--- config.mk ---
export PLATFORM = sky130hd
export DESIGN_NAME = uart_tx_arbiter
export DESIGN_NICKNAME = d
export VERILOG_FILES = /design/src/rtl/uart_pkg.sv /design/src/rtl/crc8_step.sv /design/src/rtl/uart_tx_arbiter.sv
export SDC_FILE = /design/constraint.sdc
export NUM_CORES = 1
export LEC_CHECK = 0
export ABC_CLOCK_PERIOD_IN_PS = 2300
export BUFFER_PORTS_ARGS = -buffer_cell sky130_fd_sc_hd__clkbuf_2
export CAP_MARGIN = 5
export CORE_MARGIN = 2
export CORE_UTILIZATION = 49
export DETAILED_ROUTE_END_ITERATION = 12
export PLACE_DENSITY_LB_ADDON = 0.08
export SLEW_MARGIN = 10
export SYNTH_ARGS = -nofsm -noshare
export SYNTH_HDL_FRONTEND = slang
export SYNTH_HIERARCHICAL = 1
export SYNTH_SLANG_ARGS = --single-unit
export TNS_END_PERCENT = 100
--- constraint.sdc ---
create_clock -name clk_master -period 2.3 [get_ports clk_master]
set_input_delay 0.23 -clock clk_master [delete_from_list [all_inputs] [get_ports clk_master]]
set_output_delay 0.23 -clock clk_master [all_outputs]
set_load 0.03 [all_outputs]
--- src/rtl/uart_pkg.sv ---
// Shared definitions for the UART transmit arbiter: FSM encoding and CRC-8 defaults.
package uart_pkg;

    typedef enum logic [2:0] {
        IDLE,
        LOAD,
        WAIT,
        CRC_LOAD,
        CRC_WAIT
    } state_e;

    localparam logic [7:0] CRC_POLY_DEF = 8'h07;
    localparam logic [7:0] CRC_INIT_DEF = 8'h00;

endpackage

--- src/rtl/crc8_step.sv ---
// One byte of CRC-8 (MSB-first, no reflection), folded into a single combinational step.
module crc8_step
    import uart_pkg::*;
#(
    parameter logic [7:0] POLY = CRC_POLY_DEF
) (
    input  logic [7:0] crc_in,
    input  logic [7:0] data_in,
    output logic [7:0] crc_out
);

    logic [7:0] c;

    always_comb begin
        c = crc_in ^ data_in;
        for (int unsigned b = 0; b < 8; b++) begin
            c = c[7] ? ((c << 1) ^ POLY) : (c << 1);
        end
        crc_out = c;
    end

endmodule

--- src/rtl/uart_tx_arbiter.sv ---
// Round-robin arbiter feeding byte frames from N_REQ requesters into one UART transmitter,
// optionally appending a CRC-8 byte, with a per-byte completion timeout.
module uart_tx_arbiter
    import uart_pkg::*;
#(
    parameter int unsigned N_REQ    = 4,
    parameter logic [7:0]  CRC_POLY = CRC_POLY_DEF,
    parameter logic [7:0]  CRC_INIT = CRC_INIT_DEF,
    parameter int unsigned TIMEOUT  = 4096
) (
    input  logic               clk_master,
    input  logic               rst_i,
    input  logic [N_REQ-1:0]   req_i,
    input  logic [8*N_REQ-1:0] req_data_i,
    input  logic [N_REQ-1:0]   req_last_i,
    output logic [N_REQ-1:0]   req_ack_o,
    output logic [N_REQ-1:0]   grant_o,
    input  logic               crc_en_i,
    output logic [7:0]         utx_data_o,
    output logic               utx_we_o,
    output logic               utx_en_o,
    input  logic               utx_done_i,
    output logic               busy_o,
    output logic               err_o
);

    localparam int unsigned IW = (N_REQ > 1) ? $clog2(N_REQ) : 1;
    localparam int unsigned TW = (TIMEOUT > 1) ? $clog2(TIMEOUT) : 1;

    state_e           state_q;
    logic [IW-1:0]    gidx_q;
    logic [IW-1:0]    ptr_q;
    logic [7:0]       crc_q;
    logic             last_q;
    logic             crc_en_q;
    logic [TW-1:0]    tmo_q;
    logic [N_REQ-1:0] grant_q;
    logic [N_REQ-1:0] ack_q;
    logic [7:0]       data_q;
    logic             we_q;
    logic             busy_q;
    logic             err_q;

    logic             win_found_d;
    logic [IW-1:0]    win_idx_d;
    logic [N_REQ-1:0] win_onehot_d;
    logic [IW-1:0]    ptr_d;
    logic [7:0]       cur_byte_d;
    logic [7:0]       crc_d;
    logic             tmo_hit_d;

    // Scan starts at the requester after the previous winner.
    always_comb begin
        int unsigned idx;
        idx          = 0;
        win_found_d  = 1'b0;
        win_idx_d    = '0;
        win_onehot_d = '0;
        for (int unsigned k = 0; k < N_REQ; k++) begin
            idx = (int'(ptr_q) + k) % N_REQ;
            if (!win_found_d && req_i[idx]) begin
                win_found_d = 1'b1;
                win_idx_d   = IW'(idx);
            end
        end
        win_onehot_d[win_idx_d] = 1'b1;
        ptr_d = IW'((int'(win_idx_d) + 1) % N_REQ);
    end

    assign cur_byte_d = req_data_i[8*gidx_q +: 8];
    assign tmo_hit_d  = (tmo_q == TW'(TIMEOUT - 1));

    crc8_step #(.POLY(CRC_POLY)) u_crc (
        .crc_in  (crc_q),
        .data_in (cur_byte_d),
        .crc_out (crc_d)
    );

    always_ff @(posedge clk_master or negedge rst_i) begin
        if (!rst_i) begin
            state_q  <= IDLE;
            gidx_q   <= '0;
            ptr_q    <= '0;
            crc_q    <= CRC_INIT;
            last_q   <= 1'b0;
            crc_en_q <= 1'b0;
            tmo_q    <= '0;
            grant_q  <= '0;
            ack_q    <= '0;
            data_q   <= '0;
            we_q     <= 1'b0;
            busy_q   <= 1'b0;
            err_q    <= 1'b0;
        end else begin
            ack_q <= '0;
            we_q  <= 1'b0;
            err_q <= 1'b0;
            case (state_q)
                IDLE: begin
                    if (win_found_d) begin
                        grant_q  <= win_onehot_d;
                        gidx_q   <= win_idx_d;
                        ptr_q    <= ptr_d;
                        busy_q   <= 1'b1;
                        crc_q    <= CRC_INIT;
                        crc_en_q <= crc_en_i;
                        state_q  <= LOAD;
                    end
                end
                LOAD: begin
                    if (req_i[gidx_q]) begin
                        data_q        <= cur_byte_d;
                        we_q          <= 1'b1;
                        ack_q[gidx_q] <= 1'b1;
                        crc_q         <= crc_d;
                        last_q        <= req_last_i[gidx_q];
                        tmo_q         <= '0;
                        state_q       <= WAIT;
                    end else begin
                        err_q   <= 1'b1;
                        grant_q <= '0;
                        busy_q  <= 1'b0;
                        state_q <= IDLE;
                    end
                end
                WAIT: begin
                    if (utx_done_i) begin
                        if (!last_q) begin
                            state_q <= LOAD;
                        end else if (crc_en_q) begin
                            state_q <= CRC_LOAD;
                        end else begin
                            grant_q <= '0;
                            busy_q  <= 1'b0;
                            state_q <= IDLE;
                        end
                    end else if (tmo_hit_d) begin
                        err_q   <= 1'b1;
                        grant_q <= '0;
                        busy_q  <= 1'b0;
                        state_q <= IDLE;
                    end else begin
                        tmo_q <= tmo_q + 1'b1;
                    end
                end
                CRC_LOAD: begin
                    data_q  <= crc_q;
                    we_q    <= 1'b1;
                    tmo_q   <= '0;
                    state_q <= CRC_WAIT;
                end
                CRC_WAIT: begin
                    if (utx_done_i || tmo_hit_d) begin
                        err_q   <= !utx_done_i;
                        grant_q <= '0;
                        busy_q  <= 1'b0;
                        state_q <= IDLE;
                    end else begin
                        tmo_q <= tmo_q + 1'b1;
                    end
                end
                default: begin
                    grant_q <= '0;
                    busy_q  <= 1'b0;
                    state_q <= IDLE;
                end
            endcase
        end
    end

    assign req_ack_o  = ack_q;
    assign grant_o    = grant_q;
    assign utx_data_o = data_q;
    assign utx_we_o   = we_q;
    assign utx_en_o   = busy_q;
    assign busy_o     = busy_q;
    assign err_o      = err_q;

endmodule

==> results of run 1 <==
==> cell usage after synthesis, drive strengths merged (3+ instances only) <==
cell    count
nand4       7
xor2        7
ha          5
clkbuf      8
a22o        9
mux2        3
nor2       24
mux2i       6
mux4       10
nor3b       4
nand2b      7
nor4        5
buf         6
o21ai       9
dfrtp      48
a21oi      10
nand2      39
nand3       6
a31oi       8
inv        13
xnor2      17
==> flip-flops by register name, summed over array words and instances (netlist names) <==
register and flops:
tmo_q 12, crc_q 8, utx_data_o 8, grant_o 4
req_ack_o 4, state_q 3, gidx_q 2, ptr_q 2
busy_o 1, crc_en_q 1, err_o 1, last_q 1
utx_we_o 1
==> final cells by class <==
cell class	count	area, um2	share of cell area
tap	72	90.1	0.0265
sequential	48	1200	0.353
multi-input combinational	200	1500	0.440
clock buffer	6	82.6	0.0243
inverter	13	51.3	0.0151
timing repair buffer	81	465	0.137
clock inverter	2	13.8	0.00405
==> metrics by stage <==
stage	utilization	cell area [um2]
floorplan	-	2820
global placement	0.597	3290
detailed placement	0.597	3290
CTS	0.616	3390
global route	0.618	3400
finish	0.618	3400
==> timing repair <==
item                                    CTS  global route
gates resized for setup                   0             1
endpoints found under the hold margin    13             0
hold buffers                              1             0
endpoints found under the setup margin    0             2
==> power breakdown <==
group	internal, mW	switching [mW]	leakage (nW)
clock	0.246	0.293	0.0516
combinational	1.40	1.60	0.951
sequential	1.13	0.258	0.627
total	2.78	2.15	1.63
==> placed cells by master, fill, tap and decap left out, types with 4 or more instances in the layout <==
master	instances
sky130_fd_sc_hd__ha_1	5
sky130_fd_sc_hd__a21oi_1	9
sky130_fd_sc_hd__nor2_1	24
sky130_fd_sc_hd__a22o_1	9
sky130_fd_sc_hd__o21ai_0	6
sky130_fd_sc_hd__buf_4	16
sky130_fd_sc_hd__xor2_1	6
sky130_fd_sc_hd__clkbuf_2	63
sky130_fd_sc_hd__nand2_1	39
sky130_fd_sc_hd__nand2b_1	7
sky130_fd_sc_hd__nor3b_1	4
sky130_fd_sc_hd__nand4_1	7
sky130_fd_sc_hd__inv_1	12
sky130_fd_sc_hd__xnor2_1	15
sky130_fd_sc_hd__a31oi_1	8
sky130_fd_sc_hd__mux4_2	10
sky130_fd_sc_hd__nor4_1	5
sky130_fd_sc_hd__clkbuf_8	6
sky130_fd_sc_hd__dfrtp_1	48
sky130_fd_sc_hd__mux2i_1	6
sky130_fd_sc_hd__nand3_1	6
==> per-layer routing <==
| metal | part of all wire | vias up | track usage |
|---|---|---|---|
| li1 | - | 1123 | - |
| met1 | 0.50 | 1073 | 0.325 |
| met2 | 0.44 | 49 | 0.334 |
| met3 | 0.046 | 9 | 0.0430 |
| met4 | 0.015 | 0 | 0.0690 |
| met5 | 0 | - | 0 |
==> worst paths after layout <==
check | endpoint | depth (start not counted)
setup / recovery | crc_q[2] | 6
hold / removal | crc_en_q | 2
setup reg to reg | crc_q[2] | 6
hold reg to reg | crc_en_q | 1
max in group asynchronous | tmo_q[4] | 3
min in group asynchronous | utx_data_o[0] | 2
==> kinds of logic (layout without fill, tap and decap cells) <==
family                   count (synthesis)  count (layout)  share of synthesized area
multiplexers                            19              19                      0.114
AO/OA/AOI/OAI                           48              48                      0.124
buffers and inverters                   27             102                     0.0437
adder cells (fa/ha/maj)                  5               5                     0.0223
flip-flops                              48              48                      0.428
XOR/XNOR                                26              26                     0.0946
AND/OR/NAND/NOR                        102             102                      0.173
==> worst max-delay path, cell delays in order (launching register included) <==
cell and delay [ns]:
sky130_fd_sc_hd__dfrtp_1 0.40, sky130_fd_sc_hd__buf_12 0.15, sky130_fd_sc_hd__mux4_2 0.54, sky130_fd_sc_hd__xnor2_2 0.24
sky130_fd_sc_hd__xnor3_2 0.41, sky130_fd_sc_hd__xnor2_1 0.15, sky130_fd_sc_hd__a22o_1 0.21
==> results.txt, run 1 <==
* Crit Path Class: reg -> reg
* Max-Slew Margin vs Limit: 0.586
- The worst setup path is captured at a flop.
- For this run, design rule violations remaining after detail routing come to 0.
- Dividing the detail-routed via count by the number of cells gives 5.34.
- Number of setup buffers added after CTS: 0
- Largest fanout on the critical path: 9
- Share of cells above drive strength 1: 0.306
* H-tree levels: 2
- Data on the critical path arrives at its endpoint at roughly 2.4 ns.
- Before antenna repair, the detailed router went through 4 iterations.
- The first global-routing pass estimated 10800 um of wire.
- Clock tree from TritonCTS: built
- Slew at the pin closest to its max-slew limit: between 0.6 and 0.7 ns
* Peak VDD IR: slightly above 700 uV
- Count of distinct cell types in the synthesized netlist: between 40 and 50
- Total power for the finished layout comes to 4.93 mW.
- Yosys warning count: 6
- Averaged over all synthesized cells, the footprint is 10.2 um2.
- Entering global routing, the biggest net connects 22 pins.
* Fill cell count: 497
- Routability-driven placement finished with a final weighted congestion of 0.831.
- In the post-route analysis, the smallest setup slack over all paths is 0.0972 ns.
* Worst clock skew: between 0.006 and 0.007 ns
- Class of the tightest hold or removal check: in -> reg
* GRT overflow: 0
- FMAX: between 0.4 and 0.5 GHz
* Number of setup violations in the final report: 0
- The number of antenna diodes in the final layout is 0.
* Setup repair after global routing missed its margin: false
* Starting DRT DRC Count: roughly 130
* # port buffers: 63
* Most used flip-flop cell after synthesis: sky130_fd_sc_hd__dfrtp_1
- Counting tap cells, the placed design contains a total of ~410 instances.
* Total track usage: 0.222
* Detail Route Antenna Nets: 0
- Maximum root-to-sink buffer count: 2
- Leakage: 1.63 nW
- Die footprint: approximately 6300 um2
* Area grow syn2layout: 21.2%
- The count of final hold-check violations is 0.
* Flip-flop and latch count after synthesis: 48
- Overall die height: around 80 um
- The number of antenna violations at the first check in global routing was 0.
- The worst setup path is launched from a flop.
* Setup total negative slack: 0 ns
- The number of global-route vias before repair came to roughly 2200.
- Clock period minus final worst setup slack: ~2.2 ns
- Num CTS Buffers: 5
- DPL Wire Length: about 5100 um
- Nets@finish: approximately 400
- The tightest hold path in the finished design has a slack of between 0.1 and 0.15 ns.
* Top-area cell type share of the netlist area: 0.428
- After synthesis the cells add up to between 2000 and 3000 um2.
* Top cell type by total area after synthesis: sky130_fd_sc_hd__dfrtp_1
* Via count: 2254
- Async SR Flop Fraction: 1.00
* Effective utilization at floorplan: 0.509
* Post-detailed-route wirelength per cell: roughly 15 um
* Die outline width: 79.7 um
- Clock-pin slew was measured on the worst setup and hold paths at about 0.090 ns.
* Number of pins exceeding their max-slew limit in the final report: 0
* Core region area: around 5500 um2
* Startpoint of the lowest-slack hold path: crc_en_i
- Run status: finished clean
- The clock drives 48 sinks.
* Worst Setup Slack post-DPL: ~0.057 ns
* Cell types occupying the most area after synthesis: sky130_fd_sc_hd__dfrtp_1, sky130_fd_sc_hd__mux4_2, sky130_fd_sc_hd__xnor2_1
- Number of placement rows: 27
* Launch point of the worst path: gidx_q[0]
- Reg2Reg Launch Point: gidx_q[0]
* Post-synth EDFFs: 0
* Post-synthesis cell count: between 200 and 300
- The number of nets handed over by synthesis was 324.
* Non-Filler Instances: 422
* Post-synthesis sequential area ratio: 0.428
- Max cap viols: 0
- Insertion delay to the later sink of the worst-skew pair: 0.30 ns
- Power spread over the standard cell area amounts to between 1000 and 1500 nW/um2.
- For flop-to-flop paths, the worst setup slack is between 0.09 and 0.1 ns.
- The cell sitting at the root of the clock tree is a sky130_fd_sc_hd__clkbuf_8.
- In the finished design, the share of the clock period the worst path needs comes to 0.958.
* Io pins: 64
* Required @ worst endpoint: 2.50 ns
* Post-detailed-routing wire length: approximately 6400 um
(Power assumes the default switching activity.)
==> inputs of run 2 (changes only) <==
--- a/config.mk
+++ b/config.mk
@@ -9,7 +9,8 @@
 export BUFFER_PORTS_ARGS = -buffer_cell sky130_fd_sc_hd__clkbuf_2
 export CAP_MARGIN = 5
 export CORE_MARGIN = 2
-export CORE_UTILIZATION = 49
+export CORE_UTILIZATION = 51
+export CTS_BUF_LIST = sky130_fd_sc_hd__clkbuf_8
 export DETAILED_ROUTE_END_ITERATION = 12
 export PLACE_DENSITY_LB_ADDON = 0.08
 export SLEW_MARGIN = 10
==> run 2 against run 1 <==
Against the previous run: maximum frequency is 1.6% lower; clock skew is 0.00052 ns higher; register-to-register slack worse by 0.03 ns; critical path depth stayed put; via count is 2.3% higher; core utilization is 1.2 points higher; clock-buffer cell count is 1 lower; sequential share of layout area hardly changed; critical path type unchanged; largest cell class unchanged.
==> results.txt, run 2 (synthesized netlist as in run 1, its figures left out) <==
- Commonest non-fill, non-tap cells in the layout: sky130_fd_sc_hd__clkbuf_2, sky130_fd_sc_hd__dfrtp_1, sky130_fd_sc_hd__nand2_1, sky130_fd_sc_hd__nor2_1
* Most flops, register: tmo_q
* Post-CTS clock slew at the launch and capture registers of the worst setup and hold paths: 0.08 ns (about the same)
* Die outline width: 78.2 um (-1.9%)
- The number of vias after detailed routing came to 2305 (+2.3%).
- The sequential group share of total power was 0.281 (about the same).
* Final period util: 0.973 (+0.0152)
- The total power consumption of the routed design was 4.96 mW (+0.64%).
- The maximum achievable frequency came to 0.447 GHz (-1.6%).
- The biggest cell delay along the critical path is 0.55 ns (about the same).
- Final number of hold-violating endpoints: 0 (unchanged)
- Crit Path Class: reg -> reg
* CP arrival: 2.43 ns (+0.03 ns)
- The sum of overflow across all layers after global routing came to 0 (unchanged).
- Net Sw Frac: 0.426 (-0.0108)
- The transition time at the pin with the least slew margin came to 0.583 ns (-0.0335 ns).
* Clock tree from TritonCTS: built
- The number of global-route vias before repair is 2240 (+0.95%).
* Core region area: 5410 um2 (-1.8%)
* Class of the tightest hold or removal check: in -> reg
- The total global routing track utilization came to 0.223 (+0.000989).
* Nets@finish: 397 (-0.25%)
- The switching component of the power was 2.11 mW (-1.8%).
- Area grow syn2layout: 21.3% (about the same)
- The placement-stage cell area is 3280 um2 (-0.23%).
- Crit path launch type: flop
- The minimum clock period came to 2.24 ns (+0.0350 ns).
- The worst path buffer plus inverter count is 1 (unchanged).
- # port buffers: 63 (unchanged)
* Required @ worst endpoint: 2.49 ns (about the same)
* Max-Slew Margin vs Limit: 0.612 (+0.0255)
* Fraction of power consumed by the clock network: 0.118 (+0.009)
- Library cell contributing the largest single delay on the critical path: sky130_fd_sc_hd__mux4_2
- Io pins: 64 (unchanged)
- The internal power came to 2.85 mW (+2.6%).
- Insertion delay to the later sink of the worst-skew pair: 0.30 ns (about the same)
* Initial antenna violation count: 0 (unchanged)
- Number of setup violations in the final report: 0 (unchanged)
* Largest fanout on the critical path: 11 (+2)
- The setup skew after layout is 0.00706 ns (+0.000523 ns).
* Post-detailed-routing wire length: 6400 um (about the same)
- The final setup TNS was 0 ns (unchanged).
- Num CTS Buffers: 5 (unchanged)
- The worst setup path is captured at a flop.
* Number of setup buffers added after CTS: 0 (unchanged)
- The number of flip-flops under the largest register name came to 12 (unchanged).
- The number of H-tree levels was 2 (unchanged).
* Wire length of the first global-routing pass: 10600 um (-1.9%)
* Number of placement rows: 27 (unchanged)
* Maximum root-to-sink buffer count: 2 (unchanged)
- Most frequent standard cell in the layout excluding fill and tap cells: sky130_fd_sc_hd__clkbuf_2
* Share of cells above drive strength 1: 0.303 (-0.00312)
- Number of optimization iterations in the first detailed-route pass: 4 (unchanged)
- Overall die height: 78.2 um (-1.9%)
* Die footprint: 6110 um2 (-3.7%)
* Peak VDD IR: 613 uV (-15%)
- Clock root cell: sky130_fd_sc_hd__clkbuf_8
* Post-detailed-route wirelength per cell: 15.3 um (+0.67%)
- The violation count after the first detailed-routing iteration is 81 (-37%).
- The per-cell via count in the routed design came to 5.50 (+3.0%).
- The total count of max-transition violations in the final report is 0 (unchanged).
* Power share of the combinational group: 0.602 (-0.007)
- Design area: 3400 um2 (about the same)
- The number of antenna diodes is 0 (unchanged).
- The total leakage power came to 1.62 nW (-0.35%).
- Run status: finished clean
* Cell-by-cell trace of the critical path: buf_12 > mux4_2 > xor2_2 > xnor3_2 > xnor2_1 > a22o_1
- Fin Hold WS: 0.154 ns (+0.0212 ns)
- P per Cell Area: 1460 nW/um2 (+0.57%)
- Cell family contributing the most delay on the critical path: XOR/XNOR gates
* Count of clock tree sinks: 48 (unchanged)
- RD Place Congestion: 0.857 (+3.2%)
- Detail Route Antenna Nets: 0 (unchanged)
- Final routed DRC violation total: 0 (unchanged)
* Max cap viols: 0 (unchanged)
- Maximum number of pins on one net before global-route repair: 32 (+45%)
- Effective utilization at floorplan: 0.519 (+0.00955)
- The sum of net half-perimeters after detailed placement came to 4900 um (-3.0%).
- The reg2reg setup slack came to 0.06 ns (-0.03 ns).
[run 2: path summary, 6_finish.rpt]
path                            startpoint            end  cells past startpoint
worst max-delay path             gidx_q[0]       crc_q[1]                      6
worst min-delay path              crc_en_i       crc_en_q                      2
worst max register to register   gidx_q[0]       crc_q[1]                      6
worst min register to register  grant_o[2]     grant_o[2]                      2
max in group asynchronous            rst_i   req_ack_o[2]                      3
min in group asynchronous            rst_i  utx_data_o[0]                      2
[run 2: metrics by stage]
stage / cells / setup slack (ns) / util
after floorplan: 275 / 0.0698 / -
after global routing: 419 / -0.00571 / 0.630
final: 419 / 0.0623 / 0.630
after CTS: 419 / 0.0425 / 0.627
after global placement: 412 / 0.114 / 0.607
after detailed placement: 412 / 0.0720 / 0.607
[run 2: worst register-to-register path, stage by stage (launching register included)]
cell                      delay (ns)
sky130_fd_sc_hd__dfrtp_1        0.39
sky130_fd_sc_hd__buf_12         0.15
sky130_fd_sc_hd__mux4_2         0.55
sky130_fd_sc_hd__xor2_2         0.19
sky130_fd_sc_hd__xnor3_2        0.47
sky130_fd_sc_hd__xnor2_1        0.16
sky130_fd_sc_hd__a22o_1         0.22
[run 2: metal layers]
layer	track usage	vias to the layer above	part of all wire
met5	0	-	0
met4	0.0825	0	0.015
met3	0.0471	10	0.042
met2	0.346	52	0.47
met1	0.311	1121	0.47
li1	-	1122	-
[run 2: cell type report]
class	instances	area [um2]
fillers	475	2000
multi-input cells	200	1500
flip-flops and latches	48	1200
repair buffers	80	458
well taps	72	90.1
clock buffers	5	68.8
inverters	13	51.3
clock inverters	1	30.0
[run 2: power groups by stage]
| stage | clock [mW] | combinational (mW) | sequential, mW |
|---|---|---|---|
| after floorplan | 0 | 2.07 | 1.59 |
| after global placement | 0 | 2.94 | 1.39 |
| after detailed placement | 0 | 2.97 | 1.40 |
| after CTS | 0.599 | 2.99 | 1.39 |
| after global routing | 0.630 | 3.26 | 1.43 |
| final | 0.583 | 2.99 | 1.39 |
[run 2: repair_timing]
item,CTS,global route
endpoints found under the hold margin,17,0
setup endpoints to repair,0,3
resized for setup,0,2
hold buffers,1,0
